## src/rtl/sleep_timer_if.sv

```systemverilog
// Control/status bundle between a sequencing FSM and the sleep timer.
// The master drives start/stop/mode/length; the timer slave returns clock, tick and expiry status.
interface sleep_timer_if #(
    parameter int TIMEOUT_W = 8
);
    logic                 start;
    logic                 stop;
    logic                 periodic;
    logic [TIMEOUT_W-1:0] load_val;
    logic                 outclok;
    logic                 tick;
    logic                 busy;
    logic                 timeup;
    logic                 expired;
    logic [TIMEOUT_W-1:0] remaining;

    modport master (
        output start, stop, periodic, load_val,
        input  outclok, tick, busy, timeup, expired, remaining
    );

    modport slave (
        input  start, stop, periodic, load_val,
        output outclok, tick, busy, timeup, expired, remaining
    );
endinterface

```

## src/rtl/sleep_timer.sv

```systemverilog
// Programmable tick-based timeout (one-shot or periodic) with free-running prescaler.
// Latency: start at edge E -> timeup high the cycle after edge E + load_val*PRESCALE.
// No backpressure: control inputs act on the next edge, priority reset > stop > start > tick.
module sleep_timer #(
    parameter int PRESCALE  = 50_000_000,
    parameter int PCNT_W    = 28,
    parameter int TIMEOUT_W = 8
) (
    input  logic       inclok,
    input  logic       rst_n,
    sleep_timer_if.slave tmr
);
    typedef enum logic [1:0] {
        IDLE = 2'd0,
        RUN  = 2'd1,
        DONE = 2'd2
    } state_t;

    localparam logic [PCNT_W-1:0]    PCNT_LAST = PCNT_W'(PRESCALE - 1);
    localparam logic [PCNT_W-1:0]    PCNT_HALF = PCNT_W'(PRESCALE / 2);
    localparam logic [TIMEOUT_W-1:0] ONE       = TIMEOUT_W'(1);

    state_t               state, state_nxt;
    logic [PCNT_W-1:0]    pcnt, pcnt_nxt;
    logic [TIMEOUT_W-1:0] remaining, remaining_nxt;
    logic [TIMEOUT_W-1:0] reload, reload_nxt;
    logic                 periodic_lat, periodic_nxt;
    logic                 timeup, timeup_nxt;
    logic                 expired, expired_nxt;
    logic                 tick;

    assign tick = (pcnt == PCNT_LAST);

    always_ff @(posedge inclok) begin
        if (!rst_n) begin
            state        <= IDLE;
            pcnt         <= '0;
            remaining    <= '0;
            reload       <= '0;
            periodic_lat <= 1'b0;
            timeup       <= 1'b0;
            expired      <= 1'b0;
        end else begin
            state        <= state_nxt;
            pcnt         <= pcnt_nxt;
            remaining    <= remaining_nxt;
            reload       <= reload_nxt;
            periodic_lat <= periodic_nxt;
            timeup       <= timeup_nxt;
            expired      <= expired_nxt;
        end
    end

    always_comb begin
        state_nxt     = state;
        pcnt_nxt      = tick ? '0 : pcnt + PCNT_W'(1);
        remaining_nxt = remaining;
        reload_nxt    = reload;
        periodic_nxt  = periodic_lat;
        timeup_nxt    = 1'b0;
        expired_nxt   = expired;

        if (tmr.stop) begin
            // remaining is deliberately left as-is so software can read where it stopped
            state_nxt   = IDLE;
            expired_nxt = 1'b0;
        end else if (tmr.start) begin
            pcnt_nxt     = '0;
            reload_nxt   = tmr.load_val;
            periodic_nxt = tmr.periodic;
            if (tmr.load_val != '0) begin
                state_nxt     = RUN;
                remaining_nxt = tmr.load_val;
                expired_nxt   = 1'b0;
            end else begin
                state_nxt     = DONE;
                remaining_nxt = '0;
                timeup_nxt    = 1'b1;
                expired_nxt   = 1'b1;
            end
        end else if (state == RUN && tick) begin
            if (remaining > ONE) begin
                remaining_nxt = remaining - ONE;
            end else begin
                timeup_nxt  = 1'b1;
                expired_nxt = 1'b1;
                if (periodic_lat) begin
                    remaining_nxt = reload;
                end else begin
                    state_nxt     = DONE;
                    remaining_nxt = '0;
                end
            end
        end
    end

    assign tmr.outclok   = (pcnt >= PCNT_HALF);
    assign tmr.tick      = tick;
    assign tmr.busy      = (state == RUN);
    assign tmr.timeup    = timeup;
    assign tmr.expired   = expired;
    assign tmr.remaining = remaining;
endmodule

```

## src/flat_wrapper.sv

```systemverilog
// flat-port wrapper written by rule: the top's interface ports become plain ports
module sleep_timer_flat 
#(
    parameter int PRESCALE  = 50_000_000,
    parameter int PCNT_W    = 28,
    parameter int TIMEOUT_W = 8
)
  (inclok, rst_n, tmr_start, tmr_stop, tmr_periodic, tmr_load_val, tmr_outclok, tmr_tick, tmr_busy, tmr_timeup, tmr_expired, tmr_remaining);
  sleep_timer_if #(.TIMEOUT_W(TIMEOUT_W)) tmr_i ();
  input  logic inclok;
  input  logic rst_n;
  input wire logic [$bits(tmr_i.start)-1:0] tmr_start;
  input wire logic [$bits(tmr_i.stop)-1:0] tmr_stop;
  input wire logic [$bits(tmr_i.periodic)-1:0] tmr_periodic;
  input wire logic [$bits(tmr_i.load_val)-1:0] tmr_load_val;
  output wire logic [$bits(tmr_i.outclok)-1:0] tmr_outclok;
  output wire logic [$bits(tmr_i.tick)-1:0] tmr_tick;
  output wire logic [$bits(tmr_i.busy)-1:0] tmr_busy;
  output wire logic [$bits(tmr_i.timeup)-1:0] tmr_timeup;
  output wire logic [$bits(tmr_i.expired)-1:0] tmr_expired;
  output wire logic [$bits(tmr_i.remaining)-1:0] tmr_remaining;
  assign tmr_i.start = tmr_start;
  assign tmr_i.stop = tmr_stop;
  assign tmr_i.periodic = tmr_periodic;
  assign tmr_i.load_val = tmr_load_val;
  assign tmr_outclok = tmr_i.outclok;
  assign tmr_tick = tmr_i.tick;
  assign tmr_busy = tmr_i.busy;
  assign tmr_timeup = tmr_i.timeup;
  assign tmr_expired = tmr_i.expired;
  assign tmr_remaining = tmr_i.remaining;
  sleep_timer #(.PRESCALE(PRESCALE), .PCNT_W(PCNT_W), .TIMEOUT_W(TIMEOUT_W)) u_core (.inclok(inclok), .rst_n(rst_n), .tmr(tmr_i));
endmodule
```

## config.mk

```make
export PLATFORM = sky130hd
export DESIGN_NAME = sleep_timer_flat
export DESIGN_NICKNAME = d
export VERILOG_FILES = /design/src/rtl/sleep_timer_if.sv /design/src/rtl/sleep_timer.sv /design/src/flat_wrapper.sv
export SDC_FILE = /design/constraint.sdc
export NUM_CORES = 1
export LEC_CHECK = 0
export CORE_ASPECT_RATIO = 0.9
export CORE_MARGIN = 2
export CORE_UTILIZATION = 40
export CTS_BUF_LIST = sky130_fd_sc_hd__clkbuf_4 sky130_fd_sc_hd__clkbuf_8
export DETAILED_ROUTE_END_ITERATION = 16
export PLACE_DENSITY = 0.68
export SLEW_MARGIN = 20
export SYNTH_ARGS = -nofsm -noshare
export SYNTH_HDL_FRONTEND = slang
export SYNTH_SLANG_ARGS = --single-unit
export TNS_END_PERCENT = 100
```

## constraint.sdc

```tcl
create_clock -name inclok -period 4.7 [get_ports inclok]
set_clock_uncertainty 0.05 [all_clocks]
set_input_delay 0.47 -clock inclok [delete_from_list [all_inputs] [get_ports inclok]]
set_output_delay 0.47 -clock inclok [all_outputs]
set_load 0.005 [all_outputs]
```

==> results.tsv, run 1 <==
stage	metric	value	unit
placement	pre-CTS setup slack	1.397	ns
sta	slew margin rel.	0.3506	
setup_path	element type at the critical path start	primary input	
logic_synthesis	sequential area share after synthesis	0.3920	
setup_path	Crit Path Category	primary input to register	
setup_path	CP Capture Type	register	
sta	hold_ws	0.4198	ns
clocking	hold-fix buffers at CTS	0	
logic_synthesis	post-synth top area cell	dfxtp_1	
sta	Max Fclk	336.7	MHz
die	row cnt	27	
power_and_ir_drop	LEAKAGE	0.9337	nW
min_path	hold wc startpoint	u_core.reload[6]	
logic_synthesis	Post-Syn Area	2502	um^2
die	Die W	87.38	um
logic_synthesis	Synth top area share	0.3920	
clocking	CTS max path bufs	2	
global_route	GRT Residual Overflow	0	
power_and_ir_drop	pwr dens	284.2	nW/um^2
logic_synthesis	syn_area_per_cell	8.021	um^2
logic_synthesis	Cells after Synth	312	
detailed_routing	Via-to-Cell Ratio	5.577	
die	num ports	26	
status	outcome	finished clean	
logic_synthesis	Main synth FF type	dfxtp_1	
sta	Final setup violation count	0	
logic_synthesis	fraction of registers with async set/reset	0	
setup_path	Max FO, Critical Path	28	
setup_path	Reg2Reg Depth	6	
finish	share of layout cells above drive strength 1	0.06061	
clocking	number of buffers created by CTS	5	
logic_synthesis	Yosys reg bits	49	
detailed_routing	WL final	5.761	mm
finish	P&R area growth vs syn	15.10	%
setup_path	r2r endpoint	u_core.pcnt[27]	
min_path	worst min path class	register to register	
detailed_routing	DR iter-0 viols	177	
clocking	CTS tree	done	
global_route	vias in the first global route	2080	
sta	Final Slew Violations	0	
sta	Final Cycle Share	0.6320	
global_route	pin count of the biggest net entering global routing	29	
finish	most common cell after layout, fill and taps aside	dfxtp_1	
logic_synthesis	EDFF count, synth	0	
global_route	first-pass GRT wire length	9.839	mm
setup_path	worst r2r src	u_core.pcnt[0]	
setup_path	CP Data Required Time	4.80	ns
setup_path	Worst Path Arrival	3.07	ns
clocking	clock sink total	49	
clocking	post-cts sizing count	0	
finish	most frequent cells in the layout	dfxtp_1, nor2_1, nand2_1	
min_path	hold path cells	2	
detailed_routing	ANT nets after route	0	
sta	worst slew pin tran	0.9614	ns
die	Die ar.	6906	um^2
clocking	Reg clk slew, reported paths	0.09	ns
die	Initial Util	0.4115	
logic_synthesis	library cells used by synthesis	46	
sta	Final Critical Period	2.970	ns
logic_synthesis	main area contributors after synthesis	dfxtp_1, nor2_1, nand2_1	
die	Core ar.	6081	um^2
sta	RSZ-0062 raised after global routing	no	
logic_synthesis	Syn Nets	329	
detailed_routing	DR DRC count	0	
global_route	overall global routing resource usage	0.1783	
die	die height	79.04	um
power_and_ir_drop	Power, Total	0.0008186	W
global_route	initial antenna violation count	0	
sta	final setup TNS	0	ns
clocking	Worst-Skew Late Latency	0.31	ns
clocking	CTS root buf	clkbuf_8	
setup_path	r2r setup slk	2.17	ns
clocking	htree depth	2	
sta	Final Hold Fails	0	
power_and_ir_drop	VDD IR max	175.7	uV
placement	Detailed Place HPWL	4.208	mm
detailed_routing	DRT Pass-1 Iters	5	
detailed_routing	DR WL/cell	14.33	um
finish	Nets	346	
flow_run	Max-Cap Viols	0	
logic_synthesis	YS warnings	0	
detailed_routing	via count	2242	
finish	antenna cells	0	
sta	fin worst setup slack	1.730	ns
placement	gpl congestion	0.9188	
min_path	Hold Path Sink	u_core.reload[6]	
clocking	buffer count from post-CTS setup fixing	0	
placement	I/O Buffers	25	
finish	filler cell count	597	
finish	Core Util, Final	0.4737	
==> cells by family (layout without fill, tap and decap cells) <==
family / count (synthesis) / count (layout) / share of synthesized area
simple gates: 160 / 160 / 0.3245
flops: 49 / 49 / 0.3920
compound gates: 46 / 46 / 0.1230
xor+xnor: 28 / 28 / 0.09800
buf+inv: 25 / 43 / 0.04250
fa+ha+maj: 4 / 4 / 0.02000
==> worst max-delay path by stage <==
| stage | slack, ns | startpoint | cells past startpoint | to |
|---|---|---|---|---|
| 2_1_floorplan | 2.79 | u_core.pcnt[8] | 5 | u_core.tmr.remaining[5] |
| 3_3_place_gp | 1.49 | tmr_start | 5 | u_core.pcnt[20] |
| 3_5_place_dp | 1.40 | tmr_start | 5 | u_core.pcnt[19] |
| 4_1_cts | 1.72 | tmr_start | 5 | u_core.pcnt[27] |
| 5_1_grt | 1.46 | tmr_start | 5 | u_core.pcnt[22] |
| 6_report | 1.73 | tmr_start | 5 | u_core.pcnt[27] |
==> critical path, cell delays in order <==
cell and delay, ns:
clkdlybuf4s50_1 0.79, inv_1 0.28, nor2_1 0.56, or3_1 0.83
nor2_1 0.12
==> where the power goes <==
group / total [W] / internal [W] / switching [W]
clock: 0.000269 / 0.000122 / 0.000147
combinational: 0.000111 / 0.0000483 / 0.0000627
sequential: 0.000439 / 0.000425 / 0.0000132
==> flip-flops by register name (all words and copies together) (netlist names) <==
| signal | cells |
|---|---|
| u_core.periodic_lat | 1 |
| u_core.tmr.expired | 1 |
| u_core.tmr.remaining | 8 |
| u_core.tmr.timeup | 1 |
| u_core.reload | 8 |
| u_core.pcnt | 28 |
| u_core.state | 2 |
==> cell type report <==
| class | count | area (um^2) | share of cell area |
|---|---|---|---|
| Clock buffer | 6 | 82.58 | 0.02867 |
| Timing Repair Buffer | 25 | 250.2 | 0.08688 |
| Clock inverter | 2 | 17.52 | 0.006082 |
| Sequential cell | 49 | 980.9 | 0.3406 |
| Inverter | 10 | 37.54 | 0.01303 |
| Multi-Input combinational cell | 238 | 1421 | 0.4935 |
| Tap cell | 72 | 90.09 | 0.03128 |
==> synthesized netlist by cell type (all sizes together) (4+ instances only) <==
library cell  number
buf                7
ha                 4
or4                6
o21ai              7
nor4               9
nand2             42
clkbuf             8
nor2              45
dfxtp             49
and3               6
nand3             23
nand4              7
inv               10
xor2              14
nor3               8
a21oi             16
xnor2             14
==> stage by stage <==
stage          cells  instance area (um^2)
2_1_floorplan    312                  2502
3_3_place_gp     394                  2774
3_5_place_dp     394                  2774
4_1_cts          402                  2874
5_1_grt          402                  2880
6_report         402                  2880
==> per-layer routing <==
metal | vias up | track usage | routed length (um)
li1 | 1135 | - | -
met1 | 1023 | 0.2543 | 2819
met2 | 73 | 0.2629 | 2459
met3 | 11 | 0.04054 | 385
met4 | 0 | 0.06154 | 97
met5 | - | 0 | 0
(Power assumes the default switching activity.)
==> run 2: changes to the inputs <==
==> constraint.sdc (replaced) <==
create_clock -name inclok -period 2.9 [get_ports inclok]
set_clock_uncertainty 0.05 [all_clocks]
set_input_delay 0.29 -clock inclok [delete_from_list [all_inputs] [get_ports inclok]]
set_output_delay 0.29 -clock inclok [all_outputs]
set_load 0.005 [all_outputs]
==> run 2 against run 1 <==
Routed wire length decreased by 0.80%. Via count about the same. Sequential power increased by 62%. Flip-flop and latch count unchanged. Register-to-register slack got worse by 1.4 ns. Sequential share of layout area decreased by 0.26 points. Hold slack got worse by 0.012 ns. Clock-buffer cell count increased by 2. Non-clock buffer count increased by 5. Critical path depth increased by 1. Core utilization increased by 0.37 points. First-iteration DRC count increased by 23%. Critical path type is now register to primary output.
==> results.tsv, run 2 (same netlist as run 1, synthesis figures left out) <==
stage	metric	value	unit
die	Die W	87.38	um
setup_path	Max FO, Critical Path	6	
setup_path	Largest stage delay, worst path	0.55	ns
sta	Max Fclk	387.7	MHz
clocking	number of buffers created by CTS	5	
setup_path	r2r setup slk	0.77	ns
setup_path	r2r endpoint	u_core.pcnt[25]	
die	die height	79.04	um
die	Core ar.	6081	um^2
setup_path	CP Data Required Time	2.56	ns
sta	Final Slew Violations	0	
setup_path	element type at the critical path start	register	
finish	Regs by FF count	u_core.pcnt (28), u_core.reload (8), u_core.tmr.remaining (8)	
placement	placed inst area	2811	um^2
sta	final setup TNS	0	ns
finish	Reg area	980.9	um^2
power_and_ir_drop	Power, Total	0.001302	W
finish	final instance area	2903	um^2
global_route	GRT Residual Overflow	0	
detailed_routing	WL final	5.715	mm
global_route	pin count of the biggest net entering global routing	29	
global_route	initial antenna violation count	0	
setup_path	crit-path cells	or4_4 -> o2111ai_1 -> a311oi_1 -> o21ai_0 -> nand3b_1 -> clkdlybuf4s50_1	
sta	Final setup violation count	0	
finish	area of the multi-input gates	1415	um^2
setup_path	Crit Path Category	register to primary output	
global_route	overall global routing resource usage	0.1760	
placement	I/O Buffers	25	
sta	RSZ-0062 raised after global routing	no	
die	num ports	26	
sta	worst slew pin tran	0.5248	ns
die	Initial Util	0.4115	
finish	share of layout cells above drive strength 1	0.07164	
clocking	CTS tree	done	
finish	filler cell count	587	
detailed_routing	via count	2243	
clocking	Worst-Skew Late Latency	0.29	ns
status	outcome	finished clean	
finish	Non-Filler Instances	407	
finish	most frequent cells in the layout	dfxtp_1, nor2_1, nand2_1	
min_path	hold wc startpoint	u_core.reload[2]	
clocking	clock sink total	49	
min_path	Hold Path Sink	u_core.reload[2]	
min_path	hold path cells	2	
finish	Top reg by flops	u_core.pcnt	
clocking	CTS root buf	clkbuf_8	
setup_path	CP Capture Type	primary output	
clocking	CTS max path bufs	2	
clocking	Reg clk slew, reported paths	0.08	ns
sta	Final Critical Period	2.579	ns
detailed_routing	Via-to-Cell Ratio	5.511	
die	Die ar.	6906	um^2
min_path	worst min path class	register to register	
detailed_routing	DR iter-0 viols	217	
sta	Final Cycle Share	0.8894	
global_route	vias in the first global route	2027	
setup_path	slowest CP cell	or4_4	
detailed_routing	ANT nets after route	0	
clocking	post-cts sizing count	0	
die	row cnt	27	
finish	Nets	351	
power_and_ir_drop	LEAKAGE	0.9561	nW
clocking	hold-fix buffers at CTS	0	
setup_path	Reg2Reg Depth	5	
placement	Detailed Place HPWL	4.069	mm
placement	gpl congestion	0.8780	
detailed_routing	DRT Pass-1 Iters	4	
detailed_routing	DR DRC count	0	
detailed_routing	DR WL/cell	14.04	um
sta	Final Hold Fails	0	
global_route	first-pass GRT wire length	9.729	mm
finish	max reg flops	28	
setup_path	worst r2r src	u_core.pcnt[8]	
flow_run	Max-Cap Viols	0	
clocking	htree depth	2	
power_and_ir_drop	VDD IR max	230.6	uV
power_and_ir_drop	pwr dens	448.6	nW/um^2
finish	antenna cells	0	
finish	P&R area growth vs syn	16.00	%
clocking	buffer count from post-CTS setup fixing	0	
sta	hold_ws	0.4079	ns
setup_path	Worst Path Arrival	2.24	ns
finish	most common cell after layout, fill and taps aside	dfxtp_1	
sta	slew margin rel.	0.6498	
placement	dpl cells	399	
[run 2: cell count changes in the layout (fill, tap and decap cells not counted), sizes merged]
cell	change
buf	+5
clkinv	-1
inv	-1
clkbuf	+2
[run 2: worst max path at each step]
stage                   start                       to  cells past startpoint
3_3_place_gp            rst_n  u_core.tmr.remaining[5]                      6
6_report       u_core.pcnt[8]              tmr_outclok                      6
5_1_grt        u_core.pcnt[8]              tmr_outclok                      6
4_1_cts        u_core.pcnt[8]              tmr_outclok                      6
3_5_place_dp   u_core.pcnt[8]              tmr_outclok                      6
2_1_floorplan  u_core.pcnt[8]  u_core.tmr.remaining[5]                      5
[run 2: layout make-up]
cell class              instances  area share
multi-input cells             238      0.4875
flip-flops and latches         49      0.3379
repair buffers                 30     0.09914
clock buffers                   8     0.03147
well taps                      72     0.03103
inverters                      10     0.01293
[run 2: worst max-delay path, delay by kind of cell, from the launching register on]
kind | cells | cell delay (ns)
simple gates | 2 | 0.65
compound gates | 3 | 0.47
buf+inv | 1 | 0.45
flops | 1 | 0.37
[run 2: metal layers]
metal	share of wire	up-vias	GRT usage
li1	-	1140	-
met1	0.49	1038	0.2482
met2	0.44	54	0.2545
met3	0.053	11	0.05613
met4	0.016	0	0.05385
met5	0	-	0
[run 2: where the power goes]
group / leakage [nW] / switching [W] / internal (W) / total [W]
Combinational: 0.509 / 0.000103 / 0.0000818 / 0.000185
Clock: 0.0498 / 0.000207 / 0.000200 / 0.000407
Sequential: 0.398 / 0.0000209 / 0.000689 / 0.000710
[run 2: per-stage QoR]
stage	worst slack, ns	util
2_1_floorplan	0.9868	-
3_3_place_gp	0.6424	0.4623
3_5_place_dp	0.6316	0.4623
4_1_cts	0.3061	0.4774
5_1_grt	0.1230	0.4774
6_report	0.3207	0.4774
